==> config.mk <==
export PLATFORM = sky130hd
export DESIGN_NAME = score_display
export DESIGN_NICKNAME = d
export VERILOG_FILES = /design/src/rtl/score_display_pkg.sv /design/src/rtl/score_display_bin2bcd_seq.sv /design/src/rtl/score_display.sv
export SDC_FILE = /design/constraint.sdc
export NUM_CORES = 1
export LEC_CHECK = 0
export ABC_AREA = 1
export CAP_MARGIN = 20
export CORE_UTILIZATION = 35
export DETAILED_ROUTE_END_ITERATION = 10
export PLACE_DENSITY = 0.65
export SLEW_MARGIN = 20
export SYNTH_ARGS = -nofsm -noshare
export SYNTH_HDL_FRONTEND = slang
export SYNTH_SLANG_ARGS = --single-unit
==> constraint.sdc <==
create_clock -name Clock -period 2.3 [get_ports Clock]
set_clock_uncertainty 0.1 [all_clocks]
set_input_delay 0.345 -clock Clock [delete_from_list [all_inputs] [get_ports Clock]]
set_output_delay 0.345 -clock Clock [all_outputs]
set_load 0.05 [all_outputs]
==> src/rtl/score_display_pkg.sv <==
// rtl/score_display_pkg.sv - shared constants, state type and helpers for score_display
//
// Purpose : seven-segment glyph constants (active-low, bit0=a .. bit6=g),
//           the display FSM state type, a nibble-to-glyph decoder and a
//           constant power-of-ten helper for the decimal overflow limit.
// Ports   : none (package)
package score_display_pkg;

  localparam logic [6:0] SEG_0     = 7'h40;
  localparam logic [6:0] SEG_1     = 7'h79;
  localparam logic [6:0] SEG_2     = 7'h24;
  localparam logic [6:0] SEG_3     = 7'h30;
  localparam logic [6:0] SEG_4     = 7'h19;
  localparam logic [6:0] SEG_5     = 7'h12;
  localparam logic [6:0] SEG_6     = 7'h02;
  localparam logic [6:0] SEG_7     = 7'h78;
  localparam logic [6:0] SEG_8     = 7'h00;
  localparam logic [6:0] SEG_9     = 7'h18;
  localparam logic [6:0] SEG_A     = 7'h08;
  localparam logic [6:0] SEG_B     = 7'h03;
  localparam logic [6:0] SEG_C     = 7'h46;
  localparam logic [6:0] SEG_D     = 7'h21;
  localparam logic [6:0] SEG_E     = 7'h06;
  localparam logic [6:0] SEG_F     = 7'h0E;
  localparam logic [6:0] SEG_BLANK = 7'h7F;
  localparam logic [6:0] SEG_DASH  = 7'h3F;

  typedef enum logic [1:0] {IDLE, LOAD, CONV, DONE} state_t;

  function automatic logic [6:0] hex_to_seg(input logic [3:0] nibble);
    logic [6:0] seg;
    case (nibble)
      4'h0:    seg = SEG_0;
      4'h1:    seg = SEG_1;
      4'h2:    seg = SEG_2;
      4'h3:    seg = SEG_3;
      4'h4:    seg = SEG_4;
      4'h5:    seg = SEG_5;
      4'h6:    seg = SEG_6;
      4'h7:    seg = SEG_7;
      4'h8:    seg = SEG_8;
      4'h9:    seg = SEG_9;
      4'hA:    seg = SEG_A;
      4'hB:    seg = SEG_B;
      4'hC:    seg = SEG_C;
      4'hD:    seg = SEG_D;
      4'hE:    seg = SEG_E;
      default: seg = SEG_F;
    endcase
    return seg;
  endfunction

  // Elaboration-time only: 10^n for the decimal overflow threshold.
  function automatic logic [63:0] pow10(input int n);
    logic [63:0] p;
    p = 64'd1;
    for (int i = 0; i < n; i++) begin
      p = p * 64'd10;
    end
    return p;
  endfunction

endpackage

==> src/rtl/score_display_bin2bcd_seq.sv <==
// rtl/score_display_bin2bcd_seq.sv - iterative double-dabble binary-to-BCD converter
//
// Purpose : converts i_bin to packed BCD, one shift per clock, DATA_WIDTH clocks.
// Ports   : i_clk, i_reset (sync, active-high)
//           i_start  - load i_bin and begin a conversion
//           i_bin    - binary value, sampled with i_start
//           o_busy   - conversion iterations in progress
//           o_done   - high during the final iteration; o_bcd is final next cycle
//           o_bcd    - NUM_DIGITS packed BCD digits, digit 0 in [3:0]
module bin2bcd_seq
  import score_display_pkg::*;
#(
  parameter int DATA_WIDTH = 20,
  parameter int NUM_DIGITS = 6
) (
  input  logic                      i_clk,
  input  logic                      i_reset,
  input  logic                      i_start,
  input  logic [DATA_WIDTH-1:0]     i_bin,
  output logic                      o_busy,
  output logic                      o_done,
  output logic [NUM_DIGITS*4-1:0]   o_bcd
);

  localparam int CNT_W = $clog2(DATA_WIDTH + 1);

  logic [DATA_WIDTH-1:0]   r_bin;
  logic [NUM_DIGITS*4-1:0] r_bcd;
  logic [NUM_DIGITS*4-1:0] w_adj;
  logic [CNT_W-1:0]        r_cnt;
  logic                    r_busy;

  // Add-3 correction so each nibble carries correctly into the next on shift.
  always_comb begin
    w_adj = r_bcd;
    for (int d = 0; d < NUM_DIGITS; d++) begin
      if (r_bcd[d*4 +: 4] >= 4'd5) begin
        w_adj[d*4 +: 4] = r_bcd[d*4 +: 4] + 4'd3;
      end
    end
  end

  // Digits above NUM_DIGITS fall off the top; the caller flags such values
  // as overflow, so the truncated result is never displayed.
  always_ff @(posedge i_clk) begin
    if (i_reset) begin
      r_bin  <= '0;
      r_bcd  <= '0;
      r_cnt  <= '0;
      r_busy <= 1'b0;
    end else if (i_start) begin
      r_bin  <= i_bin;
      r_bcd  <= '0;
      r_cnt  <= CNT_W'(DATA_WIDTH);
      r_busy <= 1'b1;
    end else if (r_busy) begin
      r_bcd <= {w_adj[NUM_DIGITS*4-2:0], r_bin[DATA_WIDTH-1]};
      r_bin <= r_bin << 1;
      r_cnt <= r_cnt - 1'b1;
      if (r_cnt == CNT_W'(1)) begin
        r_busy <= 1'b0;
      end
    end
  end

  assign o_busy = r_busy;
  assign o_done = r_busy && (r_cnt == CNT_W'(1));
  assign o_bcd  = r_bcd;

endmodule

==> src/rtl/score_display.sv <==
// rtl/score_display.sv - multi-source seven-segment display driver
//
// Purpose : picks one of NUM_SRC values, renders it in decimal or hex on
//           NUM_DIGITS active-low digits with leading-zero blanking,
//           overflow dashes and whole-display blinking.
// Ports   : Clock, reset (sync, active-high)
//           src_data - packed sources, source i at [i*DATA_WIDTH +: DATA_WIDTH]
//           src_sel  - source index, out-of-range selects source 0
//           hex_mode - 1 hex, 0 decimal
//           blank_lz - blank leading zeros
//           blink_en - blink the whole display
//           hex_out  - digit d at [d*7 +: 7], active-low
//           overflow - value does not fit in NUM_DIGITS
//           busy     - decimal conversion in progress
//           update   - one-cycle pulse when hex_out takes a new value
module score_display
  import score_display_pkg::*;
#(
  parameter int NUM_SRC    = 4,
  parameter int DATA_WIDTH = 20,
  parameter int NUM_DIGITS = 6,
  parameter int BLINK_DIV  = 12500000
) (
  input  logic                                          Clock,
  input  logic                                          reset,
  input  logic [NUM_SRC*DATA_WIDTH-1:0]                 src_data,
  input  logic [((NUM_SRC > 1) ? $clog2(NUM_SRC) : 1)-1:0] src_sel,
  input  logic                                          hex_mode,
  input  logic                                          blank_lz,
  input  logic                                          blink_en,
  output logic [NUM_DIGITS*7-1:0]                       hex_out,
  output logic                                          overflow,
  output logic                                          busy,
  output logic                                          update
);

  localparam int SEL_W   = (NUM_SRC > 1) ? $clog2(NUM_SRC) : 1;
  localparam int NIB_W   = NUM_DIGITS * 4;
  localparam int SEG_W   = NUM_DIGITS * 7;
  localparam int BLINK_W = (BLINK_DIV > 1) ? $clog2(BLINK_DIV) : 1;
  localparam logic [63:0]    DEC_LIMIT = pow10(NUM_DIGITS);
  localparam logic [SEL_W:0] SRC_LIM   = (SEL_W + 1)'(NUM_SRC);

  state_t               r_state;
  logic [NIB_W-1:0]     r_val;
  logic                 r_hex_mode;
  logic                 r_blank_lz;
  logic                 r_ovf_cap;
  logic                 r_ovf;
  logic                 r_update;
  logic [SEG_W-1:0]     r_hex;
  logic [BLINK_W-1:0]   r_blink_cnt;
  logic                 r_hidden;

  logic [SEL_W-1:0]      w_sel;
  logic [DATA_WIDTH-1:0] w_src_val;
  logic [63:0]           w_src_64;
  logic                  w_ovf;
  logic                  w_conv_start;
  logic                  w_conv_busy;
  logic                  w_conv_done;
  logic [NIB_W-1:0]      w_bcd;
  logic [NIB_W-1:0]      w_nib;
  logic [SEG_W-1:0]      w_digits;
  logic                  w_seen;

  assign w_sel     = ({1'b0, src_sel} < SRC_LIM) ? src_sel : '0;
  assign w_src_val = src_data[w_sel*DATA_WIDTH +: DATA_WIDTH];
  assign w_src_64  = 64'(w_src_val);
  assign w_ovf     = hex_mode ? ((w_src_64 >> NIB_W) != 64'd0)
                              : (w_src_64 >= DEC_LIMIT);

  // The converter samples the live source in the same LOAD cycle the FSM captures it.
  assign w_conv_start = (r_state == LOAD) && !hex_mode;

  bin2bcd_seq #(
    .DATA_WIDTH (DATA_WIDTH),
    .NUM_DIGITS (NUM_DIGITS)
  ) u_bin2bcd (
    .i_clk   (Clock),
    .i_reset (reset),
    .i_start (w_conv_start),
    .i_bin   (w_src_val),
    .o_busy  (w_conv_busy),
    .o_done  (w_conv_done),
    .o_bcd   (w_bcd)
  );

  // Glyphs from the captured value; scanning from the top digit down lets
  // w_seen mark everything below the most significant nonzero digit.
  always_comb begin
    w_nib    = r_hex_mode ? r_val : w_bcd;
    w_seen   = 1'b0;
    w_digits = '0;
    for (int d = NUM_DIGITS - 1; d >= 0; d--) begin
      if (r_ovf_cap) begin
        w_digits[d*7 +: 7] = SEG_DASH;
      end else if (r_blank_lz && !w_seen && (d != 0) && (w_nib[d*4 +: 4] == 4'd0)) begin
        w_digits[d*7 +: 7] = SEG_BLANK;
      end else begin
        w_digits[d*7 +: 7] = hex_to_seg(w_nib[d*4 +: 4]);
      end
      if (w_nib[d*4 +: 4] != 4'd0) begin
        w_seen = 1'b1;
      end
    end
  end

  always_ff @(posedge Clock) begin
    if (reset) begin
      r_state    <= IDLE;
      r_val      <= '0;
      r_hex_mode <= 1'b0;
      r_blank_lz <= 1'b0;
      r_ovf_cap  <= 1'b0;
      r_ovf      <= 1'b0;
      r_update   <= 1'b0;
      r_hex      <= {NUM_DIGITS{SEG_BLANK}};
    end else begin
      r_update <= 1'b0;
      case (r_state)
        IDLE: r_state <= LOAD;
        LOAD: begin
          r_val      <= w_src_64[NIB_W-1:0];
          r_hex_mode <= hex_mode;
          r_blank_lz <= blank_lz;
          r_ovf_cap  <= w_ovf;
          r_state    <= hex_mode ? DONE : CONV;
        end
        CONV: begin
          if (w_conv_done) begin
            r_state <= DONE;
          end
        end
        DONE: begin
          r_hex    <= w_digits;
          r_ovf    <= r_ovf_cap;
          r_update <= 1'b1;
          r_state  <= IDLE;
        end
        default: r_state <= IDLE;
      endcase
    end
  end

  // Free-running blink timebase; independent of blink_en so the phase is
  // already defined when blinking is switched on.
  always_ff @(posedge Clock) begin
    if (reset) begin
      r_blink_cnt <= '0;
      r_hidden    <= 1'b0;
    end else if (r_blink_cnt == BLINK_W'(BLINK_DIV - 1)) begin
      r_blink_cnt <= '0;
      r_hidden    <= ~r_hidden;
    end else begin
      r_blink_cnt <= r_blink_cnt + 1'b1;
    end
  end

  assign hex_out  = (blink_en && r_hidden) ? {SEG_W{1'b1}} : r_hex;
  assign overflow = r_ovf;
  assign busy     = w_conv_busy;
  assign update   = r_update;

endmodule

## Word-level counts from Yosys, hierarchy flattened

Memory sizes are Yosys's and may differ from the RTL's.
Index checks and enable logic that the tools add are counted.

| word-level totals | value |
|---|---|
| flip-flop bits (word level) | 144 |
| memory bits (read-only) | 672 |
| bits of input ports | 87 |
| output and inout port bits | 45 |
| word-level logic and storage cells | 110 |
| memories | 6 |

| cells by class | value |
|---|---|
| add/sub/neg operators | 8 |
| $mul | 1 |
| $lt $le $gt $ge | 7 |
| equal/unequal tests | 6 |
| shift-type cells | 1 |
| multiplexer cells | 35 |
| bitwise operators | 1 |
| reductions and logical operators | 30 |

Memories:

| name | depth | width | rd ports | clocked after Yosys merged registers in | write ports | RTL line | text |
|---|---|---|---|---|---|---|---|
| (no name shown) | 16 | 7 | 1 | 0 | 0 | score_display_pkg.sv:32 | `case (nibble)` |
| (no name shown) | 16 | 7 | 1 | 0 | 0 | score_display_pkg.sv:32 |  |
| (no name shown) | 16 | 7 | 1 | 0 | 0 | score_display_pkg.sv:32 |  |
| (no name shown) | 16 | 7 | 1 | 0 | 0 | score_display_pkg.sv:32 |  |
| (no name shown) | 16 | 7 | 1 | 0 | 0 | score_display_pkg.sv:32 |  |
| (no name shown) | 16 | 7 | 1 | 0 | 0 | score_display_pkg.sv:32 |  |

Operators with widths:

| operator | count |
|---|---|
| variable part select 80 x 8 -> 20 bit | 1 |
| 2-to-1 mux 7 bit | 11 |
| 2-to-1 mux 42 bit | 1 |
| 2-to-1 mux 20 bit | 2 |
| adder 24 x 1 -> 24 bit, second input constant | 1 |
| equality test 24 bit, second input constant | 1 |
| >= comparator 4 x 3 -> 1 bit, second input constant | 6 |
| 2-to-1 mux 24 bit | 1 |
| adder 4 x 2 -> 4 bit, second input constant | 5 |
| >= comparator 20 bit, second input constant | 1 |
| logical NOT 4 bit | 5 |
| 2-to-1 mux 4 bit | 5 |
| nonzero test 4 bit | 4 |
| logical AND 1 bit | 12 |
| 2-to-1 mux 1 bit | 10 |
| 2-to-1 mux 5 bit | 2 |
| case mux 2 bit (4 select lines) | 1 |
| equality test 5 x 1 -> 1 bit, second input constant | 1 |
| logical NOT 1 bit | 5 |
| multiplier 2 x 3 -> 5 bit, second input constant | 1 |
| subtractor 5 x 1 -> 5 bit, second input constant | 1 |
| equality test 2 bit, second input constant | 2 |
| OR reduction 2 bit | 2 |
| adder 3 x 2 -> 3 bit, second input constant | 1 |
| 7 further kinds | 7 |

## Depth between registers and ports, before layout

Gate-level depths: netlist of run 1.

| logic depth | value |
|---|---|
| depth after elaboration | 11 |
| gate-level depth with buffers | 13 |
| gate-level depth less buffers | 12 |

## By module

From an unflattened synthesis of run 1, not the netlist that was laid out.

| unflattened totals | value |
|---|---|
| cell total of the unflattened synthesis | 1397 |
| area, all modules | 9076.2 um2 |

By module, submodules not included:

| module | instances | cells each | area an instance (um2) | sequential area each (um2) |
|---|---|---|---|---|
| score_display | 1 | 1029 | 6483.7 | 1881.8 |
| bin2bcd_seq | 1 | 368 | 2592.5 | 1001.0 |

## Worst setup path before layout of run 1

Ideal clock, no wire load.

| path | value |
|---|---|
| path type | reg-to-reg |
| from | reg r_hex_mode |
| to | reg r_hex[31] |
| library setup time | 119 ps |
| arrival | 1829 ps |
| data required time | 2081 ps |
| setup slack | 252 ps |
| cell stages (with the launch flop) | 13 |
| buffers on the path | 2 |
| period minus slack after synthesis | 2048 ps |
| cell sequence | dfxtp_1 -> buf_4 -> buf_4 -> nand2_1 -> o21ai_1 -> inv_1 -> ha_1 -> inv_1 -> nor2_1 -> o21ai_0 -> a21oi_1 -> o21ai_0 -> nand2_1 |

| between the ends | value |
|---|---|
| longest elaborated chain between the ends | 8 |
| elaborated cells between the ends (all ways) | 10 |
| classes of those cells | 4 x mux; 5 x reduce/logical; 1 x memory |

RTL lines:

| what | RTL line | text |
|---|---|---|
| start: declaration | score_display.sv:46 | `logic r_hex_mode;` |
| start signal: assignment | score_display.sv:125 | `r_hex_mode <= hex_mode;` |
| 2-to-1 mux 24 bit (*) | score_display.sv:92 | `w_nib = r_hex_mode ? r_val : w_bcd;` |
| branches (longest 5 deep; another with memory read (16 x 7 bit)) | n/a |  |
| 2-to-1 mux 7 bit (*) | score_display.sv:98 | `end else if (r_blank_lz && !w_seen && (d != 0) && (w_nib[d*4 +: 4] == 4'd0)) begin` |
| 2-to-1 mux 7 bit (*) | score_display.sv:96 | `if (r_ovf_cap) begin` |
| end signal: assignment | score_display.sv:118 | `r_hex <= {NUM_DIGITS{SEG_BLANK}};` |
| end signal: assignment | score_display.sv:136 | `r_hex <= w_digits;` |
| end: declaration | score_display.sv:51 | `logic [SEG_W-1:0] r_hex;` |

Every way passes the cells marked *.
A chain may end at the register's enable or synchronous reset.

## Worst setup path in the final report of run 1

| path | value |
|---|---|
| from | reg r_hex_mode |
| to | reg r_hex[5] |

| between the ends | value |
|---|---|
| longest elaborated chain between the ends | 3 |

RTL lines:

| what | RTL line |
|---|---|
| 2-to-1 mux 24 bit | score_display.sv:92 |
| memory read (16 x 7 bit) | n/a |
| 2-to-1 mux 7 bit | score_display.sv:96 |

Every way passes these cells.

==> results of run 1 <==
## report_power, final
| group | total (mW) | leakage [nW] | switching (mW) | internal, mW |
|---|---|---|---|---|
| sequential | 3.29 | 1.17 | 0.315 | 2.97 |
| combinational | 5.05 | 3.61 | 3.11 | 1.95 |
| clock | 2.77 | 0.280 | 1.11 | 1.66 |
## metrics by stage
step                      hold slack (ns)  util [%]
final                              0.1497     47.29
after global placement             0.3516     44.85
after global routing               0.1610     47.29
after CTS                          0.1369     47.26
after detailed placement           0.3457     44.85
after floorplan                    0.3247         -
## cell usage after synthesis, drive strengths merged (2+ instances only)
master    n  share of area, %
dfxtp   144                32
a32o      2              0.23
and2      2              0.14
a211oi    4              0.34
o21a      3              0.25
nor2    120               5.4
nor3     21               1.2
o221ai    2              0.20
a21oi   104               5.9
nor3b     2              0.17
a31oi    15               1.1
a311oi    3              0.30
o22ai    10              0.70
xnor2     4              0.39
o21ai   135               8.3
nor4      8              0.56
or2       8              0.56
o31ai     2              0.17
inv     176               7.5
o211ai   29               2.5
xor2     13               1.3
buf      23               1.5
nand3    92               5.4
ha       49               6.9
nand2   313                13
nand4    11              0.94
clkbuf   40               1.7
## area by class of cell
class / instances / area, um^2 / area share, %
sequential: 144 / 2885 / 24.80
tap: 324 / 405.4 / 3.484
inverter: 177 / 670.6 / 5.763
clock inverter: 11 / 131.4 / 1.129
clock buffer: 21 / 460.4 / 3.957
timing repair buffer: 163 / 2027 / 17.42
multi-input combinational: 959 / 5056 / 43.45
## registers in the layout, indices dropped and copies added, names as in the netlist, 2 cells and up
| name | count |
|---|---|
| u_bin2bcd.r_cnt | 5 |
| r_state | 2 |
| r_hex | 42 |
| u_bin2bcd.o_bcd | 24 |
| u_bin2bcd.r_bin | 20 |
| r_blink_cnt | 24 |
| r_val | 20 |
## metal layers
metal | vias up | share of wire (%)
met3 | 33 | 5.4
met5 | - | 0
met1 | 4038 | 47
li1 | 4653 | -
met2 | 267 | 46
met4 | 0 | 2.2
## how the worst min path moves through the flow
stage                         from                  end  slack (ns)  cells past startpoint
4_1_cts                      reset   u_bin2bcd.r_cnt[4]        0.14                      2
2_1_floorplan            r_hex[23]            r_hex[23]        0.32                      2
3_5_place_dp             r_hex[23]            r_hex[23]        0.35                      2
6_report                     reset   u_bin2bcd.r_cnt[4]        0.15                      2
3_3_place_gp   u_bin2bcd.r_bin[16]  u_bin2bcd.r_bin[16]        0.35                      2
5_1_grt                      reset  u_bin2bcd.r_bin[19]        0.16                      2
## kinds of logic (layout without fill, tap and decap cells)
logic type                 Yosys count  after routing
DFF                                144            144
AOI/OAI and AO/OA                  315            315
and+or+nand+nor                    578            578
buffers and inverters              240            372
adders and majority gates           49             49
xor gates and xnor gates            17             17
==> results.txt, run 1 <==
* Run status: complete, no violations
- For the pin with the worst max-slew slack, the measured transition is 0.6805 ns.
- Congestion Overflow GR: 0
* Initial antenna violation count: 0
- After detailed routing, the average wire length per cell comes to 13.52 um.
- Total GRT Usage: 19.28%
- Number of enable flip-flop cells after synthesis: 0
- At the worst endpoint, the required time is 2.50 ns.
- Total inserted antenna cells: 0
- Arrival time at the worst endpoint: 2.30 ns
* # Post-CTS Setup Buffers: 0
- DRC viols: 0
* Start point of the critical path: r_hex_mode
* Crit path buffers/inverters: 2
- Post-Syn Instances: 1343
- Worst ir drop on vdd: 0.4307 mV
- Pins Over Slew Limit: 0
- Minimum clock period: 2.105 ns
- Met1 capacity usage during global routing: 25.25%
* Worst skew pair latency: 0.42 ns
- Fillers: 2461
- The worst setup path is of the register to register kind.
* FMAX: 475.0 MHz
* IO Pins: 132
* Area of the die: 26030 um^2
- STA classifies the critical path startpoint as a register.
- The library cell used most frequently in the layout, excluding fill and tap cells, is nand2_1.
- In this run the static leakage power is 5.068 nW.
- For this block, the initial DRC count from the detailed router was 555.
* Number of register bits inferred by synthesis: 144
- Final wirelength: 24330 um
- CP max stage delay: 0.39 ns
- The first global-routing pass estimated 41050 um of wire.
- TritonCTS built the clock tree.
* Ratio of cells with drive above 1 in the final layout: 10.64%
- In the global route stage, met3 resource usage came out at 3.313%.
- Routed vias: 8991
- In the layout the commonest cells are 306 x nand2_1, 166 x inv_1, 142 x dfxtp_1.
- Row generation in the floorplan step produced 57 rows.
- The final-report hold violation count is 0.
* XOR/XNOR Fraction of Synth Area: 1.676%
- Number of global-route vias before repair: 8402
- Max Buffers Root-to-Sink: 2
- Port Buffer Count: 131
* Final instance count without filler cells: 1799
* Cell Area, Synth: 8885 um^2
- # nets final: 1598
- Hold_buf cts: 0
* Kind of path behind the tightest hold check: primary input to register
* Fin worst setup slack: 0.1948 ns
* Setup repair after global routing missed its margin: false
- The clock tree synthesis step divided the H-tree into 4 levels.
* Final weighted congestion in routability-driven placement: 0.8846
- Adder and majority cell fraction of the synthesized area: 6.900%
- Of the post-synthesis cell area, the part taken by muxes is 0%.
* Core ar.: 24600 um^2
- Slack of the worst reg-to-reg path: 0.19 ns
- Prior to clock tree synthesis, the placed netlist has a worst setup slack of 0.1692 ns.
* Cells resized by post-CTS repair: 0
- After synthesis, the largest family of logic cells by area is simple AND/OR/NAND/NOR gates.
- Walking the worst path, the cells encountered are buf_4 > nand2_1 > o21ai_1 > inv_1 > ha_1 > nand2_1 > a21oi_1 > nor3_1 > o21ai_0.
* Relative slew margins: 54.58%
- Number of optimization iterations in the first detailed-route pass: 5
- For this run, the number of Yosys warnings is 0.
- Die height: 161.3 um
- Crit path top cell by count: nand2_1
- Number of clock buffers inserted by TritonCTS: 17
* Vias per cell: 4.998
- Count of antenna-violating nets left after detailed routing: 0
* Destination of the critical timing path: r_hex[5]
* Number of max-capacitance violations reported: 0
* Syn nets: 1479
- The layer flagged by global routing as most heavily used is met2.
* Count of final setup violators: 0
- Setup TNS: 0 ns
- Crit path max fanout: 13
* Area growth from synthesis to layout: 30.97%
- In the synthesized netlist the dominant register cell turns out to be dfxtp_1.
- For met2 alone, demand over resource in global routing was 31.76%.
* Synthesized area per cell: 6.616 um^2
* Worst path depth: 9
- The completed layout was analyzed and its total power is 11.11 mW.
* Fraction of the mapped netlist area in compound gates: 20.43%
- Pin count of the biggest net entering global routing: 46
- The synthesized netlist contains 52 unique library cells.
* Final instance area: 11640 um^2
- Reg clk slew, reported paths: 0.06 ns
- Worst Reg2Reg Path Length in Cells: 9
- Launching point of the worst reg2reg path: r_hex_mode
* Sequential fraction of the synthesis area: 32.45%
- CTS saw 144 sinks.
* Power per Cell Area: 955.0 nW/um^2
* Capture point of the worst reg-to-reg path: r_hex[5]
- Proportion of register bits with asynchronous set or reset after synthesis: 0%
* Type of destination of the critical path: register
* Post-place instance area: 11040 um^2
- The floorplan step set the die width to 161.3 um.
- Among all stages on the critical path, the largest delay is contributed by dfxtp_2.
- Starting density of the core: 36.11%
- Clock tree synthesis selected as its root buffer the cell clkbuf_16.
* Crit-path leading delay family: compound AO/OA/AOI/OAI gates
* Part of the cycle the worst path needs: 91.53%
- The synthesized netlist devotes 27.86% of its cell area to simple gates.
- Placed insts: 1767
- Once detailed placement completed, the half-perimeter wirelength came to 18540 um.
(Power assumes the default switching activity.)
==> run 2: changes to the inputs <==
--- a/config.mk
+++ b/config.mk
@@ -7,10 +7,11 @@
 export LEC_CHECK = 0
 export ABC_AREA = 1
 export CAP_MARGIN = 20
+export CORE_ASPECT_RATIO = 0.6
 export CORE_UTILIZATION = 35
 export DETAILED_ROUTE_END_ITERATION = 10
-export PLACE_DENSITY = 0.65
 export SLEW_MARGIN = 20
 export SYNTH_ARGS = -nofsm -noshare
 export SYNTH_HDL_FRONTEND = slang
 export SYNTH_SLANG_ARGS = --single-unit
+export TNS_END_PERCENT = 10
==> results.txt, run 2 (synthesized netlist as in run 1, its figures left out) <==
- The run finished with clean final reports.
- From synthesis to final layout, the design area changed by 32.42%.
- Final cell utilization of the core: 47.92%
- Congestion Overflow GR: 0
- Final wirelength: 26150 um
* Placed insts: 1777
- The final-report hold violation count is 0.
* Number of DRC markers in iteration 0: 793
- Kind of path behind the tightest hold check: primary input to register
- Detailed placement ended at an HPWL of 20160 um.
* WL per Instance: 14.45 um
* Category of the worst setup path launch point: register
- Library cell used as clock root buffer: clkbuf_16
* Minimum clock period: 2.116 ns
- The number of antenna violations at the first check in global routing was 0.
- Clock latency on the worst-skew pair, taken at its later pin, is 0.43 ns.
- Fill cells in the final layout number 2488.
- After floorplanning, the core was sized to cover 24550 um^2.
* # Post-CTS Setup Buffers: 0
- The number of global-route vias before repair is 8503.
- The repair_antennas step left the layout with diodes totalling 0.
- Buffers inserted during clock tree synthesis total 17.
* Total GRT Usage: 20.58%
- Routability-driven placement finished with a final weighted congestion of 0.9133.
- Max Buffers Root-to-Sink: 2
- STA classifies the critical path endpoint as a register.
* Measured slew at the worst slew-check pin: 0.5652 ns
- Worst EP required: 2.52 ns
- For this design the ratio of total power to cell area is 954.2 nW/um^2.
- For this run, design rule violations remaining after detail routing come to 0.
- In this run the tightest slew margin relative to its limit is 61.97%.
- Summed over all cells, the static leakage comes to 5.142 nW.
* Part of the cycle the worst path needs: 92.00%
* Flip-flop and latch area: 2884 um^2
- The die covers 26050 um^2.
* FMAX: 472.6 MHz
- Pins Over Slew Limit: 0
* Category of the most critical setup path: register to register
- # nets final: 1610
- In the final layout, the multi-input gates occupy 5060 um^2.
- The die is 125.4 um tall.
- The first global-routing pass estimated 43500 um of wire.
- For the worst setup path, the data arrival time is 2.33 ns.
- CTS tree: yes
- Summing all placed instances gives a cell area of 11170 um^2.
* Pin count of the biggest net entering global routing: 46
* Port Buffer Count: 131
- Most flops, register: r_hex
- Setup violations remaining at the end of the flow were counted as 0.
- Commonest cells after routing, fill and taps aside: 306 x nand2_1, 166 x inv_1, 143 x dfxtp_1
- Max-cap violations in this run came to 0.
- Before antenna repair, the detailed router went through 5 iterations.
- VDD sags by at most 0.4411 mV.
- From left edge to right edge, the die measures 207.7 um.
* Vias per cell: 5.061
- Routed vias: 9155
* Number of levels in the clock H-tree: 4
- For this run, the number of standard cells in the final layout without fillers is 1809.
- Pin placement for this block handled 132 I/O pins.
* Starting density of the core: 36.19%
- Setup repair after global routing missed its margin: true
- Count of clock tree sinks: 144
- Commonest non-fill, non-tap cell in the layout: nand2_1
* Reg clk slew, reported paths: 0.07 ns
- Count of antenna-violating nets left after detailed routing: 0
* Total Power: 11.23 mW
- Ratio of cells with drive above 1 in the final layout: 11.37%
- Along the worst path, the maximum fanout reaches 13.
- The register with the most flip-flops in the layout has 42 of them.
* Floorplan row count: 44
* Final instance area: 11770 um^2
## run 2: cell types whose count changed in the layout (fill, tap and decap cells not counted), moves of 2 or more
cell	before	now
buf_4	28	36
clkinv_4	3	0
inv_6	2	0
clkinv_2	2	7
buf_12	47	51
## run 2: what timing repair did
item / 4_1_cts / 5_1_grt
hold buffers: 0 / 0
setup endpoints to repair: 0 / 25
resized for setup: 0 / 3
## run 2: final cells by class
cell class / count / share of cell area [%]
Tap cell: 322 / 3.424
Timing Repair Buffer: 175 / 18.42
Sequential cell: 144 / 24.51
Inverter: 177 / 5.679
Clock inverter: 11 / 0.9571
Multi-Input combinational cell: 959 / 43.01
Clock buffer: 21 / 3.999
## run 2: power by group
group	switching (mW)	internal, mW	total, mW	leakage (nW)
registers	0.311	2.97	3.29	1.17
clock network	1.11	1.67	2.78	0.284
logic	3.16	2.00	5.16	3.68
## run 2: metrics by stage
stage | TNS (ns) | hold WS [ns] | worst slack [ns]
6_report | 0 | 0.2723 | 0.1841
5_1_grt | -0.01709 | 0.2753 | -0.01709
4_1_cts | 0 | 0.2497 | 0.09455
3_5_place_dp | 0 | 0.3450 | 0.1287
3_3_place_gp | 0 | 0.3472 | 0.1341
2_1_floorplan | 0 | 0.3247 | 0.2520
## run 2: routing by layer
layer | part of all wire [%] | track usage, %
met1 | 54 | 31.65
met2 | 39 | 28.96
met3 | 6.2 | 4.120
met4 | 0.64 | 4.401
met5 | 0 | 0
## run 2: critical path, cell delays in order (launching register included)
cell,delay [ns]
dfxtp_2,0.36
inv_2,0.23
buf_4,0.19
nand2_1,0.05
nand2_1,0.21
inv_2,0.11
nand2_1,0.11
inv_2,0.05
nand2_2,0.07
inv_2,0.07
nand3_2,0.09
nand2_1,0.12
o21ai_1,0.18
nand2_1,0.06
## run 2: worst paths after layout
kind	startpoint	end	slack (ns)	cells past startpoint
max reg2reg	r_hex_mode	r_hex[15]	0.18	13
min reg2reg	r_hex[23]	r_hex[23]	0.36	2
min	reset	update	0.27	2
max	r_hex_mode	r_hex[15]	0.18	13
==> run 3: changes to the inputs <==
--- a/config.mk
+++ b/config.mk
@@ -10,6 +10,7 @@
 export CORE_ASPECT_RATIO = 0.6
 export CORE_UTILIZATION = 35
 export DETAILED_ROUTE_END_ITERATION = 10
+export GPL_TIMING_DRIVEN = 0
 export SLEW_MARGIN = 20
 export SYNTH_ARGS = -nofsm -noshare
 export SYNTH_HDL_FRONTEND = slang
==> results.txt, run 3 (synthesized netlist as in run 1, its figures left out) <==
- The run finished with clean final reports.
- The critical path starts at r_hidden.
- Power spread over the standard cell area amounts to 972.8 nW/um^2.
- Across the run, the number of max-cap violations was 0.
* Vias per cell: 5.083
- In this run the number of H-tree levels came out at 4.
- Width of the die: 207.7 um
- Area growth from synthesis to layout: 26.19%
- Based on the critical path, the design can be clocked at up to 446.2 MHz.
- The number of antenna diodes in the final layout is 0.
- Starting density of the core: 36.19%
- Hold_buf cts: 0
- The worst setup path is captured at an output port.
- Final cell utilization of the core: 45.66%
- Crit path max fanout: 10
* Pin count of the biggest net entering global routing: 17
- Pins Over Slew Limit: 0
- Port buffering added 130 buffers.
* Worst EP required: 1.86 ns
- The setup check on the worst reg-to-reg path leaves a slack of 0.07 ns.
* Final wirelength: 28610 um
* Arrival time at the worst endpoint: 1.80 ns
- Setup repair after global routing could not meet its margin everywhere.
- After legalization and detailed placement, the total HPWL measured 22190 um.
- The path class of the tightest hold or removal check is primary input to register.
- The final-report hold violation count is 0.
- Minimum clock period: 2.241 ns
* Destination of the critical timing path: hex_out[29]
- Summing all multi-input logic gate instances after layout gives 5105 um^2.
- Leakage: 4.804 nW
- Global-route wire length before repair: 46090 um
* Initial antenna violation count: 0
* Number of global-route vias before repair: 8680
- Most flops, register: r_hex
- The top cell types in the final layout, fill and taps aside, are 304 x nand2_1, 164 x inv_1, 142 x dfxtp_1.
- # nets final: 1632
- Launching point of the worst reg2reg path: r_hex_mode
- For the worst flop-to-flop path, the logic depth is 13.
* Relative slew margins: 40.36%
- Routed vias: 9307
- After the first detailed-routing iteration, the DRC count stood at 797.
* Core ar.: 24550 um^2
- Count of clock tree sinks: 144
- Measured slew at the worst slew-check pin: 0.8946 ns
- The endpoint identified for the worst register-to-register timing path is r_hex[19].
* Number of clock buffers inserted by TritonCTS: 17
- After filler insertion, the fill cell instance count of the layout stands at 2564.
- TritonCTS built the clock tree.
- Total GRT Usage: 22.42%
- Area of the die: 26050 um^2
- Ratio of cells with drive above 1 in the final layout: 11.13%
- WL per Instance: 15.63 um
- Congestion Overflow GR: 0
- The tree is rooted in a clkbuf_16.
- Leaving out fill and tap cells, the most frequent cell in the layout is nand2_1.
- Final weighted congestion in routability-driven placement: 0.9361
* Max FFs per register: 42
- The detail route stage leaves a number of antenna-violating nets equal to 0.
- DRC viols: 0
- Clock-pin slew was measured on the worst setup and hold paths at 0.06 ns.
* Worst ir drop on vdd: 0.5243 mV
- The sequential cells in the finished layout cover a total of 2888 um^2.
- Die height: 125.4 um
- Max Buffers Root-to-Sink: 2
- The clock reaches the later pin of the worst-skew pair after 0.45 ns.
* Total Power: 10.91 mW
* Part of the cycle the worst path needs: 97.44%
* Category of the most critical setup path: register to output port
* Smallest hold slack: 0.3337 ns
- STA classifies the critical path startpoint as a register.
- Setup violations remaining at the end of the flow were counted as 0.
- Along the worst hold path, the cell count comes to 4.
* Number of optimization iterations in the first detailed-route pass: 5
- During I/O placement, the number of pins put on the boundary was 132.
* Floorplan row count: 44
## run 3: layer usage
layer  track usage [%]  routed length (um)  vias up
met5                 0                   0        -
met4             6.754                 454        0
met3             6.079                2269       30
met2             30.36               11040      281
met1             33.76               14850     4255
li1                  -                   -     4741
## run 3: layout make-up
class,count,share of cell area [%]
clock inverters,14,1.395
inverters,177,5.981
multi-input cells,959,45.53
repair buffers,134,11.09
flip-flops and latches,144,25.76
clock buffers,18,3.828
well taps,322,3.593
plain buffers,63,2.823
## run 3: how the worst min path moves through the flow
| stage | startpoint | end | slack, ns |
|---|---|---|---|
| floorplan | r_hex[23] | r_hex[23] | 0.32 |
| finish | src_sel[1] | u_bin2bcd.r_bin[8] | 0.33 |
| detailed placement | u_bin2bcd.r_bin[16] | u_bin2bcd.r_bin[16] | 0.36 |
| global placement | r_hex[23] | r_hex[23] | 0.35 |
| CTS | src_sel[1] | u_bin2bcd.r_bin[8] | 0.32 |
| global route | u_bin2bcd.r_bin[16] | u_bin2bcd.r_bin[16] | 0.38 |
## run 3: worst max-delay path: stages, from the launching register on
cell	delay (ns)
dfxtp_1	0.44
nand2_2	0.18
clkbuf_1	0.26
nand2_1	0.11
clkdlybuf4s15_2	0.37
## run 3: where the power goes
part	internal, mW	leakage, nW	switching, mW
Clock	1.61	0.274	1.20
Sequential	2.98	1.17	0.311
Combinational	1.56	3.36	3.25
## run 3: timing repair
action / 4_1_cts / 5_1_grt
setup buffers: 0 / 4
resized for setup: 149 / 57
setup endpoints to repair: 113 / 110
pin swaps: 0 / 6
## run 3: through the flow
stage          instances  setup slack (ns)  area (um^2)  setup TNS, ns
2_1_floorplan       1343            0.2520         8885              0
3_3_place_gp        1795           -0.6875        10590         -55.76
3_5_place_dp        1795           -0.6656        10590         -51.12
4_1_cts             1827         -0.005195        11250      -0.007103
5_1_grt             1831           -0.1155        11210         -1.769
6_report            1831           0.05891        11210              0
